`src/rtl/j17_pkg.sv`:
```
// Shared definitions for the J17 fetch/decode sequencer.
//   - opcode constants and the highest ALU opcode
//   - sequencer state encoding
//   - ramenable / writecode encodings
//   - instruction field bit positions
package j17_pkg;

    typedef enum logic [2:0] {
        ST_IDLE    = 3'd0,
        ST_FETCH   = 3'd1,
        ST_DECODE  = 3'd2,
        ST_MEMWAIT = 3'd3,
        ST_EXECUTE = 3'd4,
        ST_HALT    = 3'd5
    } state_t;

    // Opcodes 0..OP_ALU_LAST go straight to the ALU; 16..30 are illegal.
    localparam logic [4:0] OP_ALU_LAST = 5'd11;
    localparam logic [4:0] OP_LI       = 5'd12;
    localparam logic [4:0] OP_LOAD     = 5'd13;
    localparam logic [4:0] OP_STORE    = 5'd14;
    localparam logic [4:0] OP_BRANCH   = 5'd15;
    localparam logic [4:0] OP_HALT     = 5'd31;

    localparam logic [1:0] RAM_IDLE  = 2'b00;
    localparam logic [1:0] RAM_READ  = 2'b01;
    localparam logic [1:0] RAM_WRITE = 2'b10;

    localparam logic [1:0] WB_ALU  = 2'd0;
    localparam logic [1:0] WB_NUM2 = 2'd1;
    localparam logic [1:0] WB_RAM  = 2'd2;

    localparam int OPC_HI  = 31;
    localparam int OPC_LO  = 27;
    localparam int IMM_BIT = 26;
    localparam int COND_HI = 26;
    localparam int COND_LO = 24;
    localparam int OP1_HI  = 23;
    localparam int OP1_LO  = 19;
    localparam int OP2_HI  = 18;
    localparam int OP2_LO  = 14;

endpackage

```
`src/rtl/j17_decoder.sv`:
```
// Purely combinational instruction decoder.
// Ports:
//   ir          in  32  instruction word
//   alucode     out 5   ALU operation
//   op1, op2    out 5   register / immediate fields
//   imm         out 1   op2 is an immediate
//   reg_we      out 1   instruction writes a register (applied in EXECUTE)
//   ram_mode    out 2   RAM access kind (read for LOAD, write for STORE)
//   pc_mode     out 3   PC update mode (branch condition, 0 = PC+1)
//   wb_sel      out 2   write-back source
//   is_load     out 1   instruction needs the MEMWAIT phase
//   is_halt     out 1   HALT instruction
//   is_illegal  out 1   opcode 16..30, executed as a NOP
module j17_decoder
    import j17_pkg::*;
(
    input  logic [31:0] ir,
    output logic [4:0]  alucode,
    output logic [4:0]  op1,
    output logic [4:0]  op2,
    output logic        imm,
    output logic        reg_we,
    output logic [1:0]  ram_mode,
    output logic [2:0]  pc_mode,
    output logic [1:0]  wb_sel,
    output logic        is_load,
    output logic        is_halt,
    output logic        is_illegal
);

    logic [4:0] opcode;
    logic       unused_ir;

    assign opcode    = ir[OPC_HI:OPC_LO];
    assign unused_ir = ^ir[OP2_LO-1:0];

    always_comb begin
        alucode    = '0;
        op1        = '0;
        op2        = '0;
        imm        = 1'b0;
        reg_we     = 1'b0;
        ram_mode   = RAM_IDLE;
        pc_mode    = '0;
        wb_sel     = WB_ALU;
        is_load    = 1'b0;
        is_halt    = 1'b0;
        is_illegal = 1'b0;

        if (opcode <= OP_ALU_LAST) begin
            alucode = opcode;
            op1     = ir[OP1_HI:OP1_LO];
            op2     = ir[OP2_HI:OP2_LO];
            imm     = ir[IMM_BIT];
            reg_we  = 1'b1;
        end else begin
            case (opcode)
                OP_LI: begin
                    op1    = ir[OP1_HI:OP1_LO];
                    op2    = ir[OP2_HI:OP2_LO];
                    imm    = 1'b1;
                    wb_sel = WB_NUM2;
                    reg_we = 1'b1;
                end
                OP_LOAD: begin
                    op1      = ir[OP1_HI:OP1_LO];
                    op2      = ir[OP2_HI:OP2_LO];
                    ram_mode = RAM_READ;
                    wb_sel   = WB_RAM;
                    reg_we   = 1'b1;
                    is_load  = 1'b1;
                end
                OP_STORE: begin
                    op1      = ir[OP1_HI:OP1_LO];
                    op2      = ir[OP2_HI:OP2_LO];
                    ram_mode = RAM_WRITE;
                end
                OP_BRANCH: begin
                    op1     = ir[OP1_HI:OP1_LO];
                    op2     = ir[OP2_HI:OP2_LO];
                    pc_mode = ir[COND_HI:COND_LO];
                end
                OP_HALT: begin
                    is_halt = 1'b1;
                end
                default: begin
                    // Illegal: every field stays zero so the datapath sees a NOP.
                    is_illegal = 1'b1;
                end
            endcase
        end
    end

endmodule

```
`src/rtl/j17_control_unit.sv`:
```
// J17 fetch/decode sequencer. Fetches an instruction over req/ack, decodes it
// and presents datapath control fields, issuing one dp_step per instruction.
// Ports:
//   clock, reset         clock and asynchronous active-high reset
//   pc                   current PC from the datapath
//   imem_req/addr/ack/data  instruction fetch handshake
//   alucode, op1, op2, imControl, regenable, ramenable, pcControl, writecode
//                        datapath control fields
//   dp_step              datapath commit strobe (EXECUTE)
//   halted               core stopped on HALT
//   illegal              sticky illegal-opcode flag
//   retired              retired-instruction count
module j17_control_unit
    import j17_pkg::*;
#(
    parameter int IMEM_AW  = 10,
    parameter int MEM_WAIT = 1
) (
    input  logic               clock,
    input  logic               reset,
    input  logic [31:0]        pc,
    output logic               imem_req,
    output logic [IMEM_AW-1:0] imem_addr,
    input  logic               imem_ack,
    input  logic [31:0]        imem_data,
    output logic [4:0]         alucode,
    output logic [4:0]         op1,
    output logic [4:0]         op2,
    output logic               imControl,
    output logic               regenable,
    output logic [1:0]         ramenable,
    output logic [2:0]         pcControl,
    output logic [1:0]         writecode,
    output logic               dp_step,
    output logic               halted,
    output logic               illegal,
    output logic [31:0]        retired
);

    // MEMWAIT counts down from MEM_WAIT-1 and leaves when it reaches zero,
    // giving exactly MEM_WAIT cycles in that state.
    localparam logic [3:0] WAIT_INIT = 4'(MEM_WAIT - 1);

    state_t      state_reg, state_next;
    logic [31:0] ir_reg, ir_next;
    logic        ir_accept;
    logic [3:0]  wait_cnt_reg, wait_cnt_next;
    logic [31:0] retired_reg;
    logic        illegal_reg;

    // Registered control fields, valid from DECODE through EXECUTE.
    logic [4:0]  alucode_reg, op1_reg, op2_reg;
    logic        imm_reg, reg_we_reg, ill_instr_reg;
    logic [1:0]  ram_mode_reg, wb_sel_reg;
    logic [2:0]  pc_mode_reg;

    logic [4:0]  dec_alucode, dec_op1, dec_op2;
    logic        dec_imm, dec_reg_we, dec_is_load, dec_is_halt, dec_is_illegal;
    logic [1:0]  dec_ram_mode, dec_wb_sel;
    logic [2:0]  dec_pc_mode;

    logic        unused_pc;

    assign unused_pc = ^pc;

    // The decoder looks at the value IR is about to hold, so the control
    // fields can be registered on the same edge that captures the instruction.
    assign ir_accept = (state_reg == ST_FETCH) && imem_ack;
    assign ir_next   = ir_accept ? imem_data : ir_reg;

    j17_decoder u_decoder (
        .ir         (ir_next),
        .alucode    (dec_alucode),
        .op1        (dec_op1),
        .op2        (dec_op2),
        .imm        (dec_imm),
        .reg_we     (dec_reg_we),
        .ram_mode   (dec_ram_mode),
        .pc_mode    (dec_pc_mode),
        .wb_sel     (dec_wb_sel),
        .is_load    (dec_is_load),
        .is_halt    (dec_is_halt),
        .is_illegal (dec_is_illegal)
    );

    always_ff @(posedge clock or posedge reset) begin
        if (reset) begin
            state_reg    <= ST_IDLE;
            ir_reg       <= '0;
            wait_cnt_reg <= '0;
        end else begin
            state_reg    <= state_next;
            ir_reg       <= ir_next;
            wait_cnt_reg <= wait_cnt_next;
        end
    end

    always_comb begin
        state_next    = state_reg;
        wait_cnt_next = wait_cnt_reg;
        imem_req      = 1'b0;
        imem_addr     = '0;
        dp_step       = 1'b0;
        halted        = 1'b0;
        regenable     = 1'b0;
        ramenable     = RAM_IDLE;

        case (state_reg)
            ST_IDLE: begin
                state_next = ST_FETCH;
            end
            ST_FETCH: begin
                imem_req  = 1'b1;
                imem_addr = pc[IMEM_AW-1:0];
                if (imem_ack) begin
                    state_next = ST_DECODE;
                end
            end
            ST_DECODE: begin
                if (dec_is_halt) begin
                    state_next = ST_HALT;
                end else if (dec_is_load) begin
                    state_next    = ST_MEMWAIT;
                    wait_cnt_next = WAIT_INIT;
                end else begin
                    state_next = ST_EXECUTE;
                end
            end
            ST_MEMWAIT: begin
                ramenable = ram_mode_reg;
                if (wait_cnt_reg == 4'd0) begin
                    state_next = ST_EXECUTE;
                end else begin
                    wait_cnt_next = wait_cnt_reg - 4'd1;
                end
            end
            ST_EXECUTE: begin
                dp_step    = 1'b1;
                regenable  = reg_we_reg;
                ramenable  = ram_mode_reg;
                state_next = ST_FETCH;
            end
            ST_HALT: begin
                halted = 1'b1;
            end
            default: begin
                state_next = ST_IDLE;
            end
        endcase
    end

    // Fields load on entry to DECODE and clear whenever the sequencer goes
    // back to fetching or stops, so they read zero outside an instruction.
    always_ff @(posedge clock or posedge reset) begin
        if (reset) begin
            alucode_reg   <= '0;
            op1_reg       <= '0;
            op2_reg       <= '0;
            imm_reg       <= 1'b0;
            reg_we_reg    <= 1'b0;
            ram_mode_reg  <= RAM_IDLE;
            pc_mode_reg   <= '0;
            wb_sel_reg    <= WB_ALU;
            ill_instr_reg <= 1'b0;
        end else if (state_next == ST_DECODE) begin
            alucode_reg   <= dec_alucode;
            op1_reg       <= dec_op1;
            op2_reg       <= dec_op2;
            imm_reg       <= dec_imm;
            reg_we_reg    <= dec_reg_we;
            ram_mode_reg  <= dec_ram_mode;
            pc_mode_reg   <= dec_pc_mode;
            wb_sel_reg    <= dec_wb_sel;
            ill_instr_reg <= dec_is_illegal;
        end else if (state_next == ST_FETCH || state_next == ST_HALT) begin
            alucode_reg   <= '0;
            op1_reg       <= '0;
            op2_reg       <= '0;
            imm_reg       <= 1'b0;
            reg_we_reg    <= 1'b0;
            ram_mode_reg  <= RAM_IDLE;
            pc_mode_reg   <= '0;
            wb_sel_reg    <= WB_ALU;
            ill_instr_reg <= 1'b0;
        end
    end

    always_ff @(posedge clock or posedge reset) begin
        if (reset) begin
            retired_reg <= '0;
            illegal_reg <= 1'b0;
        end else if (state_reg == ST_EXECUTE) begin
            retired_reg <= retired_reg + 32'd1;
            if (ill_instr_reg) begin
                illegal_reg <= 1'b1;
            end
        end
    end

    assign alucode   = alucode_reg;
    assign op1       = op1_reg;
    assign op2       = op2_reg;
    assign imControl = imm_reg;
    assign pcControl = pc_mode_reg;
    assign writecode = wb_sel_reg;
    assign illegal   = illegal_reg;
    assign retired   = retired_reg;

endmodule

```
`config.mk`:
```
export PLATFORM = sky130hd
export DESIGN_NAME = j17_control_unit
export DESIGN_NICKNAME = d
export VERILOG_FILES = /design/src/rtl/j17_pkg.sv /design/src/rtl/j17_decoder.sv /design/src/rtl/j17_control_unit.sv
export SDC_FILE = /design/constraint.sdc
export NUM_CORES = 1
export LEC_CHECK = 0
export BUFFER_PORTS_ARGS = -buffer_cell sky130_fd_sc_hd__buf_2
export CORE_MARGIN = 10
export CORE_UTILIZATION = 44
export CTS_BUF_LIST = sky130_fd_sc_hd__clkbuf_4
export DETAILED_ROUTE_END_ITERATION = 7
export HOLD_SLACK_MARGIN = 0.12
export PLACE_DENSITY = 0.78
export SYNTH_ARGS = -nofsm -noshare
export SYNTH_HDL_FRONTEND = slang
export SYNTH_SLANG_ARGS = --single-unit
```
`constraint.sdc`:
```
create_clock -name clock -period 2.8 [get_ports clock]
set_clock_uncertainty 0.2 [all_clocks]
set_input_delay 0.84 -clock clock [delete_from_list [all_inputs] [get_ports clock]]
set_output_delay 0.84 -clock clock [all_outputs]
set_load 0.05 [all_outputs]
```
==> results of run 1 <==
==> critical path: cells and delay by family (launching register included) <==
family                 cells  cell delay, ns
flip-flops                 1            0.45
AND/OR/NAND/NOR            2            0.56
buffers and inverters      2            0.26
==> worst paths after layout <==
kind                                            to  slack, ns  cells after the start
max                                      regenable       0.09                      4
min                        retired[31]$_DFFE_PP0P_       0.26                      1
min reg2reg                retired[31]$_DFFE_PP0P_       0.26                      1
max in group asynchronous   state_reg[2]$_DFF_PP0_       1.79                      3
min in group asynchronous  retired[18]$_DFFE_PP0P_       0.30                      3
max reg2reg                retired[11]$_DFFE_PP0P_       0.45                      5
==> area by class of cell <==
type,count,area (µm²)
clock buffers,11,82.58
clock inverters,3,15.01
fillers,625,2994
inverters,13,48.80
multi-input cells,192,1330
flip-flops and latches,69,1729
well taps,96,120.1
repair buffers,106,586.8
==> per-stage QoR <==
stage | cell area, µm² | total power [mW] | util, %
after CTS | 3884 | 3.022 | 56.23
after global placement | 3774 | 2.469 | 54.64
after detailed placement | 3774 | 2.496 | 54.64
after global routing | 3913 | 3.186 | 56.65
final | 3913 | 3.008 | 56.65
after floorplan | 3167 | 2.187 | -
==> cell usage in the layout (no fill, tap or decap), drive strengths merged <==
cell     netlist  final
inv           13     13
nor4          10     10
ha             3      3
nand3         12     12
nand4bb        1      1
xor2          15     15
clkbuf         9     15
a22o          15     15
nand4         11     11
or4b           1      1
and3           5      5
nor2           8      8
and4bb         1      1
o211a          1      1
buf            6    102
xnor2         18     18
nand2b         1      1
or4            2      2
dfrtp         69     69
a31oi          1      1
a32o           7      7
or2            1      1
or3b           2      2
or3            3      3
clkinv         0      3
nand2         35     35
a22oi          1      1
and2b          1      1
a21o           1      1
o22ai          1      1
o21ai          3      3
nor3          11     11
and2          14     14
a41oi          1      1
o2bb2ai        2      2
and4           3      3
mux2i          1      1
==> cells by family after synthesis <==
family / Yosys count
flops: 69
mux: 1
fa+ha+maj: 3
buf+inv: 28
simple gates: 122
compound gates: 33
xor+xnor: 33
==> metal layers <==
metal	vias up	wire [µm]	part of all wire, %	track usage (%)
li1	1226	-	-	-
met1	1203	3269	42	14.88
met2	74	3709	48	22.95
met3	5	663	8.6	7.617
met4	0	60	0.78	3.431
met5	-	0	0	0
==> cell usage after synthesis (all sizes together) <==
| cell type | instances |
|---|---|
| dfrtp | 69 |
| nand2 | 35 |
| xnor2 | 18 |
| a22o | 15 |
| xor2 | 15 |
| and2 | 14 |
| inv | 13 |
| nand3 | 12 |
| nand4 | 11 |
| nor3 | 11 |
| nor4 | 10 |
| clkbuf | 9 |
| nor2 | 8 |
| a32o | 7 |
| buf | 6 |
| and3 | 5 |
| and4 | 3 |
| ha | 3 |
| o21ai | 3 |
| or3 | 3 |
| o2bb2ai | 2 |
| or3b | 2 |
| or4 | 2 |
| a21o | 1 |
| a22oi | 1 |
| a31oi | 1 |
| a41oi | 1 |
| and2b | 1 |
| and4bb | 1 |
| mux2i | 1 |
| nand2b | 1 |
| nand4bb | 1 |
| o211a | 1 |
| o22ai | 1 |
| or2 | 1 |
| or4b | 1 |
==> timing repair <==
item	in CTS	in global routing
hold buffers	0	0
cloned	0	0
gates resized for setup	7	10
hold endpoints to repair	0	0
setup endpoints to repair	5	13
==> where the power goes <==
group | leakage, nW | total, mW | switching [mW] | internal (mW)
sequential | 0.931 | 1.29 | 0.135 | 1.15
combinational | 1.11 | 1.22 | 0.857 | 0.360
clock | 0.0623 | 0.505 | 0.316 | 0.189
total | 2.11 | 3.01 | 1.31 | 1.70
==> qor.yml, run 1 <==
syn_avg_cell_area_um2: 10.95
synth-seq-cells: 69
drt_iter0_drc: 90
grt_pass1_wl_um: 12620
synth_mux_area_share_pct: 0.3163
fmax_mhz: 368.5
cp_cell_sequence: "or3b_4 -> inv_2 -> and2_2 -> buf_6"
netlist_instances: 289
min_from: "retired[31]$_DFFE_PP0P_"
root_buffer: "clkbuf_4"
cts_tree: "yes"
synth-compound-area-share_pct: 8.857
tns_ns: 0
largest_reg_flops: 32
nets: 461
grt_max_degree: 70
leakagePower_nw: 2.107
grt_pass1_vias: 2668
cp-end-kind: "primary output"
hold_viol: 0
dp_hpwl_um: 5834
crit_required_ns: 1.76
synth_top_family_by_area: "simple AND/OR/NAND/NOR gates"
drive_gt1_share_pct: 34.77
num_rows: 30
maxSlewViolCount: 0
yosys.area_share.adder_pct: 1.186
clock_latency_ns: 0.39
synth_area_leaders: "dfrtp_1 (55%), xnor2_1 (5.0%), a22o_1 (4.2%)"
min_period_ns: 2.714
grt_usage_pct: 13.77
grt-ovfl-total: 0
first_pass_iters: 4
maxSlewHeadroom_pct: 53.14
cts_buffers: 9
ir_drop_v: 0.0003539
cp.arrival_ns: 1.67
num_vias: 2508
area_growth_pct: 23.65
cp-start-kind: "register"
synth_top_area_share_pct: 54.57
portBuffers: 100
n_antenna_cell: 0
place_inst: 476
outcome: "finished, final reports clean"
cts_setup_buffers: 0
rsz0062_at_grt: "yes"
die_area_mm2: 0.01098
path_clk_slew_ns: 0.10
cts_htree_levels: 3
die_width_um: 104.8
powerDensity_mw_per_mm2: 768.7
postRouteAntennaNets: 0
wl_per_cell_um: 15.72
path_class: "reg2out"
start_util_pct: 45.82
cts.sinks: 69
ys_types: 45
crit_path_top_delay_cell: "dfrtp_2"
cpPeakStageDelay_ns: 0.45
post-route-period-util_pct: 96.92
seq_area_frac_synth_pct: 54.57
syn_area_mm2: 0.003164
fin_cells: 490
critPathMaxFanout: 7
synth_nets: 359
fin_hold_ws_ns: 0.2645
io_pins: 137
worst_pin_slew_ns: 0.6965
clock_path_buffers: 2
setup_ws_ns: 0.08616
die_h_um: 104.8
yosysTopAreaCell: "dfrtp_1"
synth-xor-area-share_pct: 9.134
min_path_type: "reg2reg"
drc: 0
setup_viol: 0
wl_um: 7702
coreArea_mm2: 0.006907
place_congestion: 0.8038
pre_cts_ws_ns: 0.2568
startpoint: "state_reg[1]$_DFF_PP0_"
cap_violations: 0
via_per_inst: 5.118
r2r-start: "state_reg[1]$_DFF_PP0_"
antenna_found_initial: 0
yosysWarnings: 0
synthSimpleGateAreaFrac_pct: 21.95
Note: power is estimated with default switching activity, not from simulation.
==> inputs of run 2 (changes only) <==
- CORE_UTILIZATION: 44 -> 49
- PLACE_DENSITY: 0.78 -> 0.82
- clock period: 2.8 -> 2.7 ns (I/O delays scaled with it)
==> run 2 against run 1 <==
First-iteration DRC count down 8.9%. Combinational power up 7%. Setup slack worse by 0.025 ns. Critical path type unchanged. Highest routed layer unchanged.
==> qor.yml, run 2 (synthesis results as in run 1) <==
outcome: "finished, final reports clean"
powerDensity_mw_per_mm2: 802.1
multiInputGateArea_mm2: 0.001335
seqCellArea_mm2: 0.001728
crit_required_ns: 1.69
hold_viol: 0
cap_violations: 0
worst_pin_slew_ns: 0.6838
place_congestion: 0.8644
cp-start-kind: "register"
critPathBufInv: 1
area_growth_pct: 25.07
portBuffers: 100
die_width_um: 100.4
final_common_cell: "buf_2"
drc: 0
combPwrFrac_pct: 40.9
n_antenna_cell: 0
die_area_mm2: 0.01007
crit_path_top_delay_cell: "dfrtp_2"
root_buffer: "clkbuf_4"
pre_cts_ws_ns: 0.2240
grt_pass1_vias: 2718
reg2reg_to: "retired[16]$_DFFE_PP0P_"
grt-ovfl-total: 0
cp.arrival_ns: 1.63
final_cell_area_mm2: 0.003958
power.internal_mw: 1.785
setup_ws_ns: 0.06146
cp-end-kind: "primary output"
via_per_inst: 5.396
num_rows: 29
start_util_pct: 50.12
wl_um: 7693
maxSlewViolCount: 0
die_h_um: 100.4
ir_drop_v: 0.0004932
crit_family: "simple AND/OR/NAND/NOR gates"
post-route-period-util_pct: 97.72
path_clk_slew_ns: 0.11
p_switching_mw: 1.389
cts.sinks: 69
grt_pass1_wl_um: 12790
worst-r2r-setup-slack_ns: 0.41
cts_htree_levels: 3
cp_cell_sequence: "or3b_4 -> nand2_2 -> and2_4 -> buf_8"
cts_buffers: 9
drt_iter0_drc: 82
rr_worst_depth: 5
fmax_mhz: 379.0
largest_reg_flops: 32
grt_max_degree: 47
clock_path_buffers: 2
placed_area_mm2: 0.003769
leakagePower_nw: 2.125
io_pins: 137
rsz0062_at_grt: "yes"
path_depth: 4
grt_usage_pct: 15.33
seqPwrFrac_pct: 41.9
layout_common_cells: "buf_2 (86), dfrtp_1 (68), nand2_1 (34), xnor2_1 (18), buf_4 (16)"
drive_gt1_share_pct: 35.18
path_class: "reg2out"
cts_hold_buf: 0
dp_hpwl_um: 5754
cpPeakStageDelay_ns: 0.45
wl_per_cell_um: 16.20
cts_tree: "yes"
antenna_found_initial: 0
num_vias: 2563
total_power_mw: 3.174
fillers: 535
place_inst: 459
power.share.clock_pct: 17.2
min_path_type: "in2async"
setup_viol: 0
r2r-start: "state_reg[1]$_DFF_PP0_"
critPathMaxFanout: 7
fin_cells: 475
maxSlewHeadroom_pct: 53.99
clock_latency_ns: 0.40
postRouteAntennaNets: 0
first_pass_iters: 4
swShare_pct: 43.75
nets: 464
coreArea_mm2: 0.006314
min_period_ns: 2.639
[run 2: changes by cell type in the layout (fill, tap and decap cells not counted), moves of 2 or more]
cell        change
buf_4          +11
buf_2           -7
buf_8           +3
clkbuf_4        -3
clkinvlp_4      +3
and2_1          -2
and2_4          +2
buf_6           -2
inv_2           -2
[run 2: metrics by stage]
stage          util [%]  setup TNS, ns  hold slack [ns]
6_report          62.68              0           0.2492
5_1_grt           62.68        -0.1285           0.2523
4_1_cts           62.15              0           0.2372
3_5_place_dp      59.69              0           0.2434
3_3_place_gp      59.69              0           0.2382
2_1_floorplan         -              0           0.2481
[run 2: cell type report]
| cell class | instances | share of cell area, % |
|---|---|---|
| clock buffers | 10 | 1.897 |
| well taps | 77 | 2.434 |
| multi-input cells | 192 | 33.73 |
| repair buffers | 109 | 16.22 |
| clock inverters | 5 | 0.7272 |
| inverters | 13 | 1.328 |
| flip-flops and latches | 69 | 43.66 |
[run 2: how the worst max path moves through the flow]
stage / to / from / slack (ns)
2_1_floorplan: regenable / state_reg[1]$_DFF_PP0_ / 0.02
3_3_place_gp: state_reg[0]$_DFF_PP0_ / imem_ack / 0.24
3_5_place_dp: state_reg[0]$_DFF_PP0_ / imem_ack / 0.22
4_1_cts: imem_addr[3] / state_reg[1]$_DFF_PP0_ / 0.001
5_1_grt: imem_addr[1] / state_reg[1]$_DFF_PP0_ / -0.03
6_report: ramenable[1] / state_reg[1]$_DFF_PP0_ / 0.06
[run 2: per-layer routing]
| metal | vias up | part of all wire (%) | GRT usage, % | wire length (µm) |
|---|---|---|---|---|
| li1 | 1229 | - | - | - |
| met1 | 1237 | 42 | 17.56 | 3205 |
| met2 | 91 | 49 | 25.37 | 3747 |
| met3 | 6 | 9.1 | 7.830 | 698 |
| met4 | 0 | 0.55 | 2.609 | 42 |
| met5 | - | 0 | 0 | 0 |
[run 2: power groups by stage]
stage	Combinational (mW)	Clock, mW	Sequential, mW
after CTS	1.29	0.562	1.33
after global routing	1.40	0.602	1.36
final	1.30	0.546	1.33
after floorplan	0.719	0	1.55
after detailed placement	1.24	0	1.35
after global placement	1.22	0	1.34
[run 2: timing repair]
item,4_1_cts,5_1_grt
endpoints found under the setup margin,14,14
setup buffers,1,0
gates resized for setup,17,11
hold endpoints to repair,0,0
